<file path="src/rtl/serial_port_demux.sv">
// Serial frame demultiplexer: start bit, port address, payload length, then LEN payload
// bits steered to one of 2**PORT_W serial outputs. Optional parity: SERIAL_PORT_DEMUX_PARITY_EN.
module serial_port_demux #(
    parameter int PORT_W = 2,
    parameter int LEN_W = 4,
    localparam int N_PORTS = 2 ** PORT_W
) (
    input  logic               clk,
    input  logic               rst_n,
    input  logic               clkEn,
    input  logic               SerIn,
    output logic [N_PORTS-1:0] SerOut,
    output logic [N_PORTS-1:0] OutValid,
`ifdef SERIAL_PORT_DEMUX_PARITY_EN
    output logic               ParityErr,
`endif
    output logic               Done,
    output logic               Busy
);

    localparam int BC_W = (PORT_W > LEN_W) ? PORT_W : LEN_W;

`ifdef SERIAL_PORT_DEMUX_PARITY_EN
    typedef enum logic [2:0] {
        S_IDLE   = 3'd0,
        S_ADDR   = 3'd1,
        S_LEN    = 3'd2,
        S_DATA   = 3'd3,
        S_PARITY = 3'd4
    } state_t;
`else
    typedef enum logic [1:0] {
        S_IDLE = 2'd0,
        S_ADDR = 2'd1,
        S_LEN  = 2'd2,
        S_DATA = 2'd3
    } state_t;
`endif

    state_t              state_q;
    state_t              state_d;
    logic [PORT_W-1:0]   addr_q;
    logic [PORT_W-1:0]   addr_d;
    logic [LEN_W-1:0]    len_q;
    logic [LEN_W-1:0]    len_d;
    logic [BC_W-1:0]     bitcnt_q;
    logic [BC_W-1:0]     bitcnt_d;
    logic [LEN_W-1:0]    datacnt_q;
    logic [LEN_W-1:0]    datacnt_d;
    logic [N_PORTS-1:0]  ser_out_q;
    logic [N_PORTS-1:0]  ser_out_d;
    logic [N_PORTS-1:0]  out_valid_q;
    logic [N_PORTS-1:0]  out_valid_d;

    // Shift-in values written as shift-or so PORT_W or LEN_W of 1 stays legal.
    logic [PORT_W-1:0]   addr_next;
    logic [LEN_W-1:0]    len_next;

    assign addr_next = (addr_q << 1) | PORT_W'(SerIn);
    assign len_next  = (len_q << 1) | LEN_W'(SerIn);

`ifdef SERIAL_PORT_DEMUX_PARITY_EN
    logic par_q;
    logic par_d;
    logic perr_q;
    logic perr_d;
`endif

    always_ff @(posedge clk or negedge rst_n) begin
        if (!rst_n) begin
            state_q     <= S_IDLE;
            addr_q      <= '0;
            len_q       <= '0;
            bitcnt_q    <= '0;
            datacnt_q   <= '0;
            ser_out_q   <= '0;
            out_valid_q <= '0;
`ifdef SERIAL_PORT_DEMUX_PARITY_EN
            par_q       <= 1'b0;
            perr_q      <= 1'b0;
`endif
        end else begin
            state_q     <= state_d;
            addr_q      <= addr_d;
            len_q       <= len_d;
            bitcnt_q    <= bitcnt_d;
            datacnt_q   <= datacnt_d;
            ser_out_q   <= ser_out_d;
            out_valid_q <= out_valid_d;
`ifdef SERIAL_PORT_DEMUX_PARITY_EN
            par_q       <= par_d;
            perr_q      <= perr_d;
`endif
        end
    end

    // Strobes default to 0 every edge so each one lasts exactly one clk even with a divided clkEn.
    always_comb begin
        state_d     = state_q;
        addr_d      = addr_q;
        len_d       = len_q;
        bitcnt_d    = bitcnt_q;
        datacnt_d   = datacnt_q;
        ser_out_d   = ser_out_q;
        out_valid_d = '0;
`ifdef SERIAL_PORT_DEMUX_PARITY_EN
        par_d       = par_q;
        perr_d      = 1'b0;
`endif
        if (clkEn) begin
            case (state_q)
                S_IDLE: begin
                    if (!SerIn) begin
                        state_d  = S_ADDR;
                        bitcnt_d = '0;
`ifdef SERIAL_PORT_DEMUX_PARITY_EN
                        par_d    = 1'b0;
`endif
                    end
                end
                S_ADDR: begin
                    addr_d = addr_next;
`ifdef SERIAL_PORT_DEMUX_PARITY_EN
                    par_d  = par_q ^ SerIn;
`endif
                    if (bitcnt_q == BC_W'(PORT_W - 1)) begin
                        state_d  = S_LEN;
                        bitcnt_d = '0;
                    end else begin
                        bitcnt_d = bitcnt_q + BC_W'(1);
                    end
                end
                S_LEN: begin
                    len_d = len_next;
`ifdef SERIAL_PORT_DEMUX_PARITY_EN
                    par_d = par_q ^ SerIn;
`endif
                    if (bitcnt_q == BC_W'(LEN_W - 1)) begin
                        bitcnt_d = '0;
                        if (len_next != '0) begin
                            state_d   = S_DATA;
                            datacnt_d = len_next;
                        end else begin
`ifdef SERIAL_PORT_DEMUX_PARITY_EN
                            state_d = S_PARITY;
`else
                            state_d = S_IDLE;
`endif
                        end
                    end else begin
                        bitcnt_d = bitcnt_q + BC_W'(1);
                    end
                end
                S_DATA: begin
                    ser_out_d[addr_q]   = SerIn;
                    out_valid_d[addr_q] = 1'b1;
                    datacnt_d           = datacnt_q - LEN_W'(1);
`ifdef SERIAL_PORT_DEMUX_PARITY_EN
                    par_d               = par_q ^ SerIn;
`endif
                    if (datacnt_q == LEN_W'(1)) begin
`ifdef SERIAL_PORT_DEMUX_PARITY_EN
                        state_d = S_PARITY;
`else
                        state_d = S_IDLE;
`endif
                    end
                end
`ifdef SERIAL_PORT_DEMUX_PARITY_EN
                S_PARITY: begin
                    // Even parity: the accumulated bits XOR the parity bit must be zero.
                    perr_d  = par_q ^ SerIn;
                    state_d = S_IDLE;
                end
`endif
                default: begin
                    state_d = S_IDLE;
                end
            endcase
        end
    end

    assign SerOut   = ser_out_q;
    assign OutValid = out_valid_q;
    assign Done     = (state_q == S_IDLE);
    assign Busy     = ~Done;
`ifdef SERIAL_PORT_DEMUX_PARITY_EN
    assign ParityErr = perr_q;
`endif

endmodule

</file>
<file path="config.mk">
export PLATFORM = sky130hd
export DESIGN_NAME = serial_port_demux
export DESIGN_NICKNAME = d
export VERILOG_FILES = /design/src/rtl/serial_port_demux.sv
export SDC_FILE = /design/constraint.sdc
export NUM_CORES = 1
export LEC_CHECK = 0
export ABC_AREA = 0
export CAP_MARGIN = 20
export CORE_ASPECT_RATIO = 1.4
export CORE_MARGIN = 2
export CORE_UTILIZATION = 42
export DETAILED_ROUTE_END_ITERATION = 7
export HOLD_SLACK_MARGIN = 0.02
export REMOVE_ABC_BUFFERS = 1
export SYNTH_ARGS = -nofsm -noshare
export SYNTH_HDL_FRONTEND = slang
export SYNTH_SLANG_ARGS = --single-unit
</file>
<file path="constraint.sdc">
create_clock -name clk -period 2.22 [get_ports clk]
set_input_delay 0.444 -clock clk [delete_from_list [all_inputs] [get_ports clk]]
set_output_delay 0.444 -clock clk [all_outputs]
set_load 0.03 [all_outputs]
</file>
# After elaboration in Yosys (flattened, before gate mapping)
# Cells that the tools add are included.
dict set report op_classes {
  n_eq_ne 11
  n_addsub 2
  reduce_logical 11
  magnitude_cmp 2
  bitwise 3
  muxes 18
}
# op n
set op_table {}
lappend op_table {{4-bit two-way mux} 7}
lappend op_table {{4-bit case mux with 3 select lines} 1}
lappend op_table {{2-bit two-way mux} 5}
lappend op_table {{2-bit inequality test (second input constant)} 5}
lappend op_table {{4-bit by 1-bit == test with 1-bit output (second input constant)} 2}
lappend op_table {{2-bit case mux with 4 select lines} 1}
lappend op_table {{4-bit case mux with 2 select lines} 1}
lappend op_table {{2-bit AND reduction} 3}
lappend op_table {{5-bit AND reduction} 1}
lappend op_table {{4-bit by 1-bit adder with 4-bit output (second input constant)} 1}
lappend op_table {{4-bit bitwise mux} 1}
lappend op_table {{2-bit == test (second input constant)} 2}
lappend op_table {{4-bit by 2-bit == test with 1-bit output (second input constant)} 1}
lappend op_table {{4-bit by 1-bit OR with 4-bit output} 1}
lappend op_table {{4-bit AND reduction} 1}
lappend op_table {{4-bit nonzero test} 1}
lappend op_table {{4-bit by 1-bit subtractor with 4-bit output (second input constant)} 1}
lappend op_table {{2-bit by 3-bit less-than comparator with 1-bit output (second input constant)} 1}
lappend op_table {{3-bit AND reduction} 1}
lappend op_table {{3-bit nonzero test} 1}
lappend op_table {{1-bit demux with 2-bit select} 1}
lappend op_table {{2-bit by 1-bit == test with 1-bit output (second input constant)} 1}
lappend op_table {{2-bit by 1-bit greater-or-equal comparator with 1-bit output (second input constant)} 1}
lappend op_table {{2-bit zero test} 1}
lappend op_table {{5 further kinds} 5}
dict set report word_totals {
  wordCells 54
  ff_bits 23
}

# Logic depth before layout (Yosys ltp)
# Gate-level depths: netlist (run 1).
dict set report logic_depth {
  depth_word 6
  depth_mapped 7
  mapped_depth_nobuf 6
}

# Worst setup path after synthesis (run 1)
# Ideal clock, no wire load.
dict set report synth_path {
  path_type {register to register}
  start {reg state_q[0]}
  end {reg bitcnt_q[2]}
  arrival_time_ns 1.709
  n_path_buf 1
  t_required_ns 2.151
  path_stages_with_launch 8
  slack_ns 0.442
  setup_ns 0.069
  cell_sequence {dfrtp_1 inv_1 ha_1 a21boi_2 nand2b_1 buf_6 or4_1 nand3_1}
}
dict set report synth_via {
  elab_chain_len 3
}
# element line
set synth_lines {}
lappend synth_lines {{from (decl)} 40} ;# state_t state_q;
lappend synth_lines {{from (signal assigned)} 83} ;# state_q <= state_d;
lappend synth_lines {{2-bit zero test (*)} n/a}
lappend synth_lines {{named net Done} 17} ;# output logic Done,
lappend synth_lines {{2-bit inequality test (no source line) / 3-bit nonzero test (equally long branches)} n/a}
lappend synth_lines {{3-bit AND reduction (no source line)} n/a}
lappend synth_lines {{to (signal assigned)} 86} ;# bitcnt_q <= bitcnt_d;
lappend synth_lines {{to (decl)} 46} ;# logic [BC_W-1:0] bitcnt_q;
# Mark *: on every way through the listed nets, which the timed path passes. The rest lies on a longest branch.
# A chain may end at the register's enable or synchronous reset.

# Worst setup path after layout (run 1)
dict set report layout_path {
  start {reg state_q[0]}
  end {out Done}
}
dict set report layout_via {
  elab_chain_len 1
}
# element line
set layout_lines {}
lappend layout_lines {{2-bit zero test} 185} ;# assign Done = (state_q == S_IDLE);
lappend layout_lines {{to (decl)} 17}
# No other way between the ends.

==> results, run 1 <==
- The peak supply drop is 0.667 mV.
- The worst path arrival time is 1.50 ns.
- The floorplan step set the die width to 50.7 µm.
- The number of buffers added on ports is 13.
- The area share of the largest cell type after synthesis is 44.9%.
- The first-pass GRT wire length is 4350 µm.
- The leakage power is 0.650 nW.
- The count of boundary I/O pins is 14.
- The beginning of the worst hold path is SerOut[3]$_DFFE_PN0P_.
- The area occupied by multi-input gates is 644 µm².
- The clock tree from TritonCTS is done.
- Cell internal power was estimated by the tool at 1.16 mW.
- Clock latency on the worst-skew pair, taken at its later pin, is 0.26 ns.
- The number of DRC violations after detailed routing is 0.
- The post-detailed-placement half-perimeter wirelength is 1910 µm.
- Counting flops and latches in the post-synthesis netlist gives 23.
- The biggest area consumer among synthesized cells is sky130_fd_sc_hd__dfrtp_1.
- The hold violation total from the final report was 0.
- The netlist uses 38 different library cells.
- The library cell used most frequently in the layout, excluding fill and tap cells, is sky130_fd_sc_hd__dfrtp_1.
- The maximum number of pins on one net before global-route repair is 24.
- The critical path depth is 3.
- The launch instance of the worst register-to-register path is bitcnt_q[0]$_DFFE_PN0P_.
- Wires add up to 2560 µm.
- Buffers inserted to repair hold after CTS numbered 0.
- For this design the ratio of total power to cell area is 1340 nW/µm².
- The floorplan step defined a die boundary enclosing 3510 µm².
- The delay of the slowest cell on the worst path is 0.43 ns.
- Before antenna repair, the detailed router went through 4 iterations.
- Yosys mapped a number of flops with a built-in enable equal to 0.
- The startpoint class of the critical path is a flip-flop.
- The aggregate global-route resource usage is 16.2%.
- The top cell types in the final layout, fill and taps aside, are sky130_fd_sc_hd__dfrtp_1, sky130_fd_sc_hd__nand2_1, sky130_fd_sc_hd__clkdlybuf4s50_1.
- The slew at the pin with the worst max-slew slack is 0.632 ns.
- After synthesis, the cell types taking the most area are sky130_fd_sc_hd__dfrtp_1, sky130_fd_sc_hd__ha_1, sky130_fd_sc_hd__mux2_2.
- The commonest register cell after synthesis is sky130_fd_sc_hd__dfrtp_1.
- The worst register-to-register path has a depth of 5.
- The number of global-route vias before repair is 931.
- The relative area change from synthesis to final layout is 16.5%.
- The final-report max-slew violation count is 0.
- After clock tree synthesis, the clock-pin slew on the worst setup and hold paths is 0.08 ns.
- Adding up every negative setup slack in the final design gives 0 ns.
- The floorplan has 23 rows.
- The post-layout instance count excluding filler cells is 174.
- Along the worst hold path, the cell count comes to 1.
- Dividing the synthesized area by the synthesized cell count gives 10.5 µm².
- In the finished design, the share of the clock period the worst path needs comes to 87.5%.
- For this block, the via count after detailed routing is 951.
- The kind of cell adding the most delay to the critical path is buffers and inverters.
- Synthesis produced a netlist whose cell count is 122.
- Setup violations remaining at the end of the flow were counted as 0.
- For the worst setup path, the data required time is 1.78 ns.
- In this run the cell area measured after placement is 1450 µm².
- The worst setup path is of the reg -> out kind.
- The number of buffer and inverter instances along the worst setup path is 2.
- The clock network burns 13.1% of the power.
- The final non-filler cell area is 1490 µm².
- The number of clock sinks seen by CTS is 23.
- The most critical setup path has its startpoint at state_q[0]$_DFFE_PN0P_.
- The count of nets left with antenna violations after detail routing is 0.
- The share of final-layout standard cells stronger than drive strength 1 is 16.1%.
- The number of antenna diodes in the final layout is 0.
- The final clock skew is 0.00331 ns.
- The chip height is 69.4 µm.
- The worst pin sits at a relative slew slack of 57.8%.
- In this run the number of H-tree levels came out at 1.
- Static timing analysis puts the maximum clock frequency at 515 MHz.
- Clock tree synthesis selected as its root buffer the cell sky130_fd_sc_hd__clkbuf_8.
- Buffers inserted during clock tree synthesis total 3.
- The final weighted congestion in routability-driven placement is 0.882.
- The standard cell with the maximum stage delay on the critical path is sky130_fd_sc_hd__dfrtp_1.
- The critical path capture point type is an output pin.
- The layout net count is 151.
- Combinational cells account for 48.7% of the total power.
- The initial antenna violation count is 0.
- The clock passes through at most 2 buffers.
- In this run the worst hold path is classified as reg -> reg.
- Along the worst path, the maximum fanout reaches 4.
- In the routed layout, each cell is associated on average with a via count of 5.47.
- The layout has 270 filler cells.
- The mean routed wirelength per cell is 14.7 µm.
- The instance count after placement with tap cells included is 170.
- Setup repair after global routing left no endpoint under its margin.
- Across all hold checks on the routed design, the worst slack comes to 0.513 ns.
- The placeable core area is 2880 µm².
- In the post-route analysis, the smallest setup slack over all paths is 0.278 ns.
- The number of max-capacitance violations reported is 0.
- The Yosys step of the flow raised 0 warnings.
- The post-synth design cell area is 1280 µm².
- For this configuration, the core starts out at a cell density of 44.5%.
- The flow ran to the end, and the final reports show no timing, DRC or antenna violations.
- In this run the power spent charging and discharging nets is 0.848 mW.
- The number of DRC markers after the initial detailed-route iteration is 6.
- The total overflow left after global routing is 0.
- Sequential cells burn 38.2% of the power.
- For this run, the register share of the synthesized area comes to 44.9%.
- The proportion of synthesized flip-flops having asynchronous set or reset is 100%.
- In this run switching power makes up 42.3% of total power.
- Subtracting the final worst setup slack from the clock period gives 1.94 ns.
- Across the whole layout, storage elements account for 576 µm².
- OpenSTA, run right after detailed placement, puts the worst setup slack at 0.142 ns.
- Traced cell by cell, the critical path runs through inv_1 > ha_1 > dlygate4sd2_1.
flip-flops by register name (all words and copies together) (netlist names):
signal / count
SerOut: 4
datacnt_q: 4
OutValid: 4
bitcnt_q: 4
addr_q: 2
state_q: 2
len_q: 3
timing repair:
item,CTS,global route
endpoints found under the setup margin,2,1
setup buffers,0,0
gates resized for setup,1,1
per-layer routing:
layer | routed length [µm] | vias to the layer above | GRT usage (%)
met4 | 91 | 0 | 8.71
met1 | 1050 | 457 | 19.8
li1 | - | 465 | -
met2 | 1320 | 20 | 26.5
met3 | 102 | 9 | 3.02
met5 | 0 | - | 0
power by group through the flow:
| stage | clock, mW | combinational (mW) | sequential (mW) |
|---|---|---|---|
| 3_5_place_dp | 0 | 0.991 | 0.777 |
| 4_1_cts | 0.269 | 0.992 | 0.768 |
| 5_1_grt | 0.291 | 1.09 | 0.792 |
| 6_report | 0.262 | 0.976 | 0.765 |
| 2_1_floorplan | 0 | 0.615 | 0.818 |
| 3_3_place_gp | 0 | 0.968 | 0.768 |
worst paths after layout:
path,end,slack [ns]
max,Done,0.28
max reg2reg,datacnt_q[3]$_DFFE_PN0P_,0.34
min reg2reg,SerOut[3]$_DFFE_PN0P_,0.51
max in group asynchronous,OutValid[2]$_DFF_PN0_,1.45
min,SerOut[3]$_DFFE_PN0P_,0.51
min in group asynchronous,datacnt_q[2]$_DFFE_PN0P_,0.53
per-stage QoR:
stage / utilization, % / power [mW]
after global placement: 50.2 / 1.74
after floorplan: - / 1.43
after detailed placement: 50.2 / 1.77
after CTS: 51.8 / 2.03
final: 51.9 / 2.00
after global routing: 51.9 / 2.17
cell usage after synthesis (2+ instances only):
| cell | instances |
|---|---|
| sky130_fd_sc_hd__o21ai_0 | 6 |
| sky130_fd_sc_hd__or3b_1 | 2 |
| sky130_fd_sc_hd__o31ai_1 | 2 |
| sky130_fd_sc_hd__or2_2 | 2 |
| sky130_fd_sc_hd__nand2_1 | 14 |
| sky130_fd_sc_hd__a21oi_1 | 2 |
| sky130_fd_sc_hd__a21boi_2 | 2 |
| sky130_fd_sc_hd__nor3_1 | 3 |
| sky130_fd_sc_hd__nor2_1 | 2 |
| sky130_fd_sc_hd__buf_6 | 2 |
| sky130_fd_sc_hd__nor2b_1 | 3 |
| sky130_fd_sc_hd__a31oi_1 | 2 |
| sky130_fd_sc_hd__nand3_1 | 3 |
| sky130_fd_sc_hd__nand2b_1 | 3 |
| sky130_fd_sc_hd__clkbuf_1 | 2 |
| sky130_fd_sc_hd__ha_1 | 9 |
| sky130_fd_sc_hd__and3_1 | 2 |
| sky130_fd_sc_hd__nor3b_1 | 2 |
| sky130_fd_sc_hd__mux2_2 | 9 |
| sky130_fd_sc_hd__dfrtp_1 | 23 |
| sky130_fd_sc_hd__and2_1 | 2 |
| sky130_fd_sc_hd__o211ai_1 | 3 |
| sky130_fd_sc_hd__inv_1 | 7 |
layout make-up:
cell class / instances / area share, %
timing repair buffer: 16 / 10.3
sequential: 23 / 38.6
inverter: 7 / 1.76
multi-input combinational: 87 / 43.2
clock buffer: 3 / 2.77
clock inverter: 1 / 0.335
tap: 37 / 3.10
cell families (layout without fill, tap and decap cells):
| family | count (synthesis) | in the layout | share of synthesized area (%) |
|---|---|---|---|
| compound gates | 25 | 25 | 14.0 |
| fa+ha+maj | 9 | 9 | 8.79 |
| buf+inv | 12 | 27 | 4.79 |
| flops | 23 | 23 | 44.9 |
| mux | 10 | 10 | 8.69 |
| simple gates | 43 | 43 | 18.8 |
No activity file was read; power rests on OpenSTA's default activity.
==> run 2, diff against run 1 <==
--- a/config.mk
+++ b/config.mk
@@ -8,7 +8,6 @@
 export ABC_AREA = 0
 export CAP_MARGIN = 20
 export CORE_ASPECT_RATIO = 1.4
-export CORE_MARGIN = 2
 export CORE_UTILIZATION = 42
 export DETAILED_ROUTE_END_ITERATION = 7
 export HOLD_SLACK_MARGIN = 0.02
==> results, run 2 (synthesis results as in run 1) <==
- The share of the cycle needed by the critical path after routing is 87.9%.
- The proportion of power drawn by combinational gates is 48.6%.
- The run finished with clean final reports.
- The core region is 2880 µm².
- The final-report max-slew violation count is 0.
- The relative area change from synthesis to final layout is 16.5%.
- With fillers left out, the area of the finished cells amounts to 1490 µm².
- The final clock skew is 0.00402 ns.
- The worst setup path is launched from a flip-flop.
- The max-slew headroom at the worst pin is 50.3%.
- The peak supply drop is 0.666 mV.
- The cell repeated most along the worst path is sky130_fd_sc_hd__inv_1.
- The number of detailed-route iterations in the first pass is 7.
- Dividing the detail-routed wire length by the instance count gives 14.9 µm.
- The storage element area is 576 µm².
- Input and output buffers added on the ports amount to 13.
- The number of clock sinks seen by CTS is 23.
- Setup repair after global routing left no endpoint under its margin.
- The launch instance of the worst register-to-register path is bitcnt_q[0]$_DFFE_PN0P_.
- Clock-pin slew was measured on the worst setup and hold paths at 0.08 ns.
- The worst path arrival time is 1.51 ns.
- The area occupied by multi-input gates is 644 µm².
- In this run the most critical hold path is launched from SerOut[1]$_DFFE_PN0P_.
- The class of the tightest hold or removal check is reg -> reg.
- The time the final worst path needs with I/O delays and setup is 1.95 ns.
- The die is 48.7 µm wide.
- The die is 67.4 µm tall.
- The layout net count is 151.
- The number of max-capacitance violations reported is 0.
- The maximum fanout encountered on the critical timing path is 4.
- The number of global-route vias before repair is 931.
- The total CTS buffers is 3.
- The number of DRC markers after the initial detailed-route iteration is 30.
- The reg-to-reg setup timing slack is 0.29 ns.
- The standard cell with the maximum stage delay on the critical path is sky130_fd_sc_hd__dfrtp_1.
- The initial core utilization is 44.5%.
- No sink is reached through more buffers than the 2 on the longest clock path.
- The share of final-layout standard cells stronger than drive strength 1 is 16.1%.
- The delay of the slowest cell on the worst path is 0.42 ns.
- For this design the static power due to leakage is 0.655 nW.
- The count of nets left with antenna violations after detail routing is 0.
- The first-pass GRT wire length is 4310 µm.
- The switching power is 0.854 mW.
- The most frequent standard cell in the layout excluding fill and tap cells is sky130_fd_sc_hd__dfrtp_1.
- Per report_power, the clock group accounts for 12.9% of the total.
- The internal power of the cells totals 1.15 mW.
- By startpoint and endpoint, the worst setup path is classified as reg -> out.
- The total grt overflow is 0.
- Data on the critical path is required at its endpoint by 1.78 ns.
- The accumulated negative setup slack is 0 ns.
- The CTS H-tree depth is 1.
- The die covers 3280 µm².
- In this run the clock root is driven by a sky130_fd_sc_hd__clkbuf_8.
- During I/O placement, the number of pins put on the boundary was 14.
- The slew at the pin with the worst max-slew slack is 0.744 ns.
- The signal on the critical path passes through inv_1 > ha_1 > inv_1 > dlygate4sd2_1.
- In this run the worst setup path begins at state_q[0]$_DFFE_PN0P_.
- The maximum clock frequency is 512 MHz.
- After legalization and detailed placement, the total HPWL measured 1890 µm.
- The routed via count is 952.
- At the end of routability-driven placement, the weighted congestion stood at 0.915.
- The source-to-sink clock delay at the later pin of the worst-skew pair is 0.26 ns.
- The hold violation total from the final report is 0.
- The number of filler cells placed in the layout is 272.
- The aggregate global-route resource usage is 17.3%.
- The sequential cell fraction of total power is 38.5%.
- The critical path capture point type is an output pin.
- The post-detailed-route via-to-cell ratio is 5.47.
- Setup violations remaining at the end of the flow were counted as 0.
- The initial antenna violation count is 0.
- In this run the power density over the cells is 1340 nW/µm².
- The top cell types in the final layout, fill and taps aside, are sky130_fd_sc_hd__dfrtp_1, sky130_fd_sc_hd__nand2_1, sky130_fd_sc_hd__clkdlybuf4s50_1.
- 0 antenna diodes ended up in the layout.
- The final layout contains routed wiring with a total length of 2590 µm.
- For this run, design rule violations remaining after detail routing come to 0.
- TritonCTS built the clock tree.
- The count of hold buffers inserted by post-cts repair is 0.
- Net switching is 42.6% of the power.
- The total placed instance area is 1450 µm².
- The post-CTS setup buffer count is 0.
- The number of core rows is 23.
- The maximum number of pins on one net before global-route repair is 24.
[run 2: cell counts in the layout (fill, tap and decap cells not counted)]
No cell type changed its count.
[run 2: per-stage QoR]
stage / hold slack, ns / power [mW] / utilization (%) / setup slack (ns) / std cells
after floorplan: 0.148 / 1.43 / - / 0.475 / 117
after global routing: 0.541 / 2.16 / 51.9 / 0.166 / 174
after CTS: 0.515 / 2.02 / 51.8 / 0.00179 / 174
final: 0.511 / 2.01 / 51.9 / 0.268 / 174
after global placement: 0.489 / 1.74 / 50.2 / 0.183 / 170
after detailed placement: 0.497 / 1.76 / 50.2 / 0.179 / 170
[run 2: final cells by class]
type / instances / area share (%)
Clock buffer: 3 / 2.77
Timing Repair Buffer: 16 / 10.3
Sequential cell: 23 / 38.6
Multi-Input combinational cell: 87 / 43.2
Inverter: 7 / 1.76
Clock inverter: 1 / 0.335
Tap cell: 37 / 3.10
[run 2: worst max-delay path: cells and delay by family (launching register included)]
family | cells | cell delay (ns)
flops | 1 | 0.42
fa+ha+maj | 1 | 0.26
buf+inv | 3 | 0.56
[run 2: path summary, 6_finish.rpt]
check,end,depth (start not counted)
max,Busy,4
min,SerOut[1]$_DFFE_PN0P_,1
max reg2reg,datacnt_q[3]$_DFFE_PN0P_,5
min reg2reg,SerOut[1]$_DFFE_PN0P_,1
max in group asynchronous,SerOut[1]$_DFFE_PN0P_,2
min in group asynchronous,datacnt_q[1]$_DFFE_PN0P_,2
[run 2: per-layer routing]
layer  routed length (µm)  share of wire (%)  global-route usage (%)
met4                   34                1.3                    9.19
met1                 1120                 43                    20.6
met5                    0                  0                       0
met3                   84                3.2                    1.58
met2                 1350                 52                    31.1
[run 2: power by group through the flow]
stage / registers (mW) / clock network [mW] / logic [mW]
finish: 0.773 / 0.259 / 0.975
global route: 0.802 / 0.284 / 1.07
CTS: 0.770 / 0.271 / 0.981
detailed placement: 0.780 / 0 / 0.981
global placement: 0.765 / 0 / 0.971
floorplan: 0.818 / 0 / 0.615
[run 2: timing repair]
item	CTS	global route
endpoints found under the hold margin	0	0
endpoints found under the setup margin	1	1
gates resized for setup	1	1
gates cloned	0	0
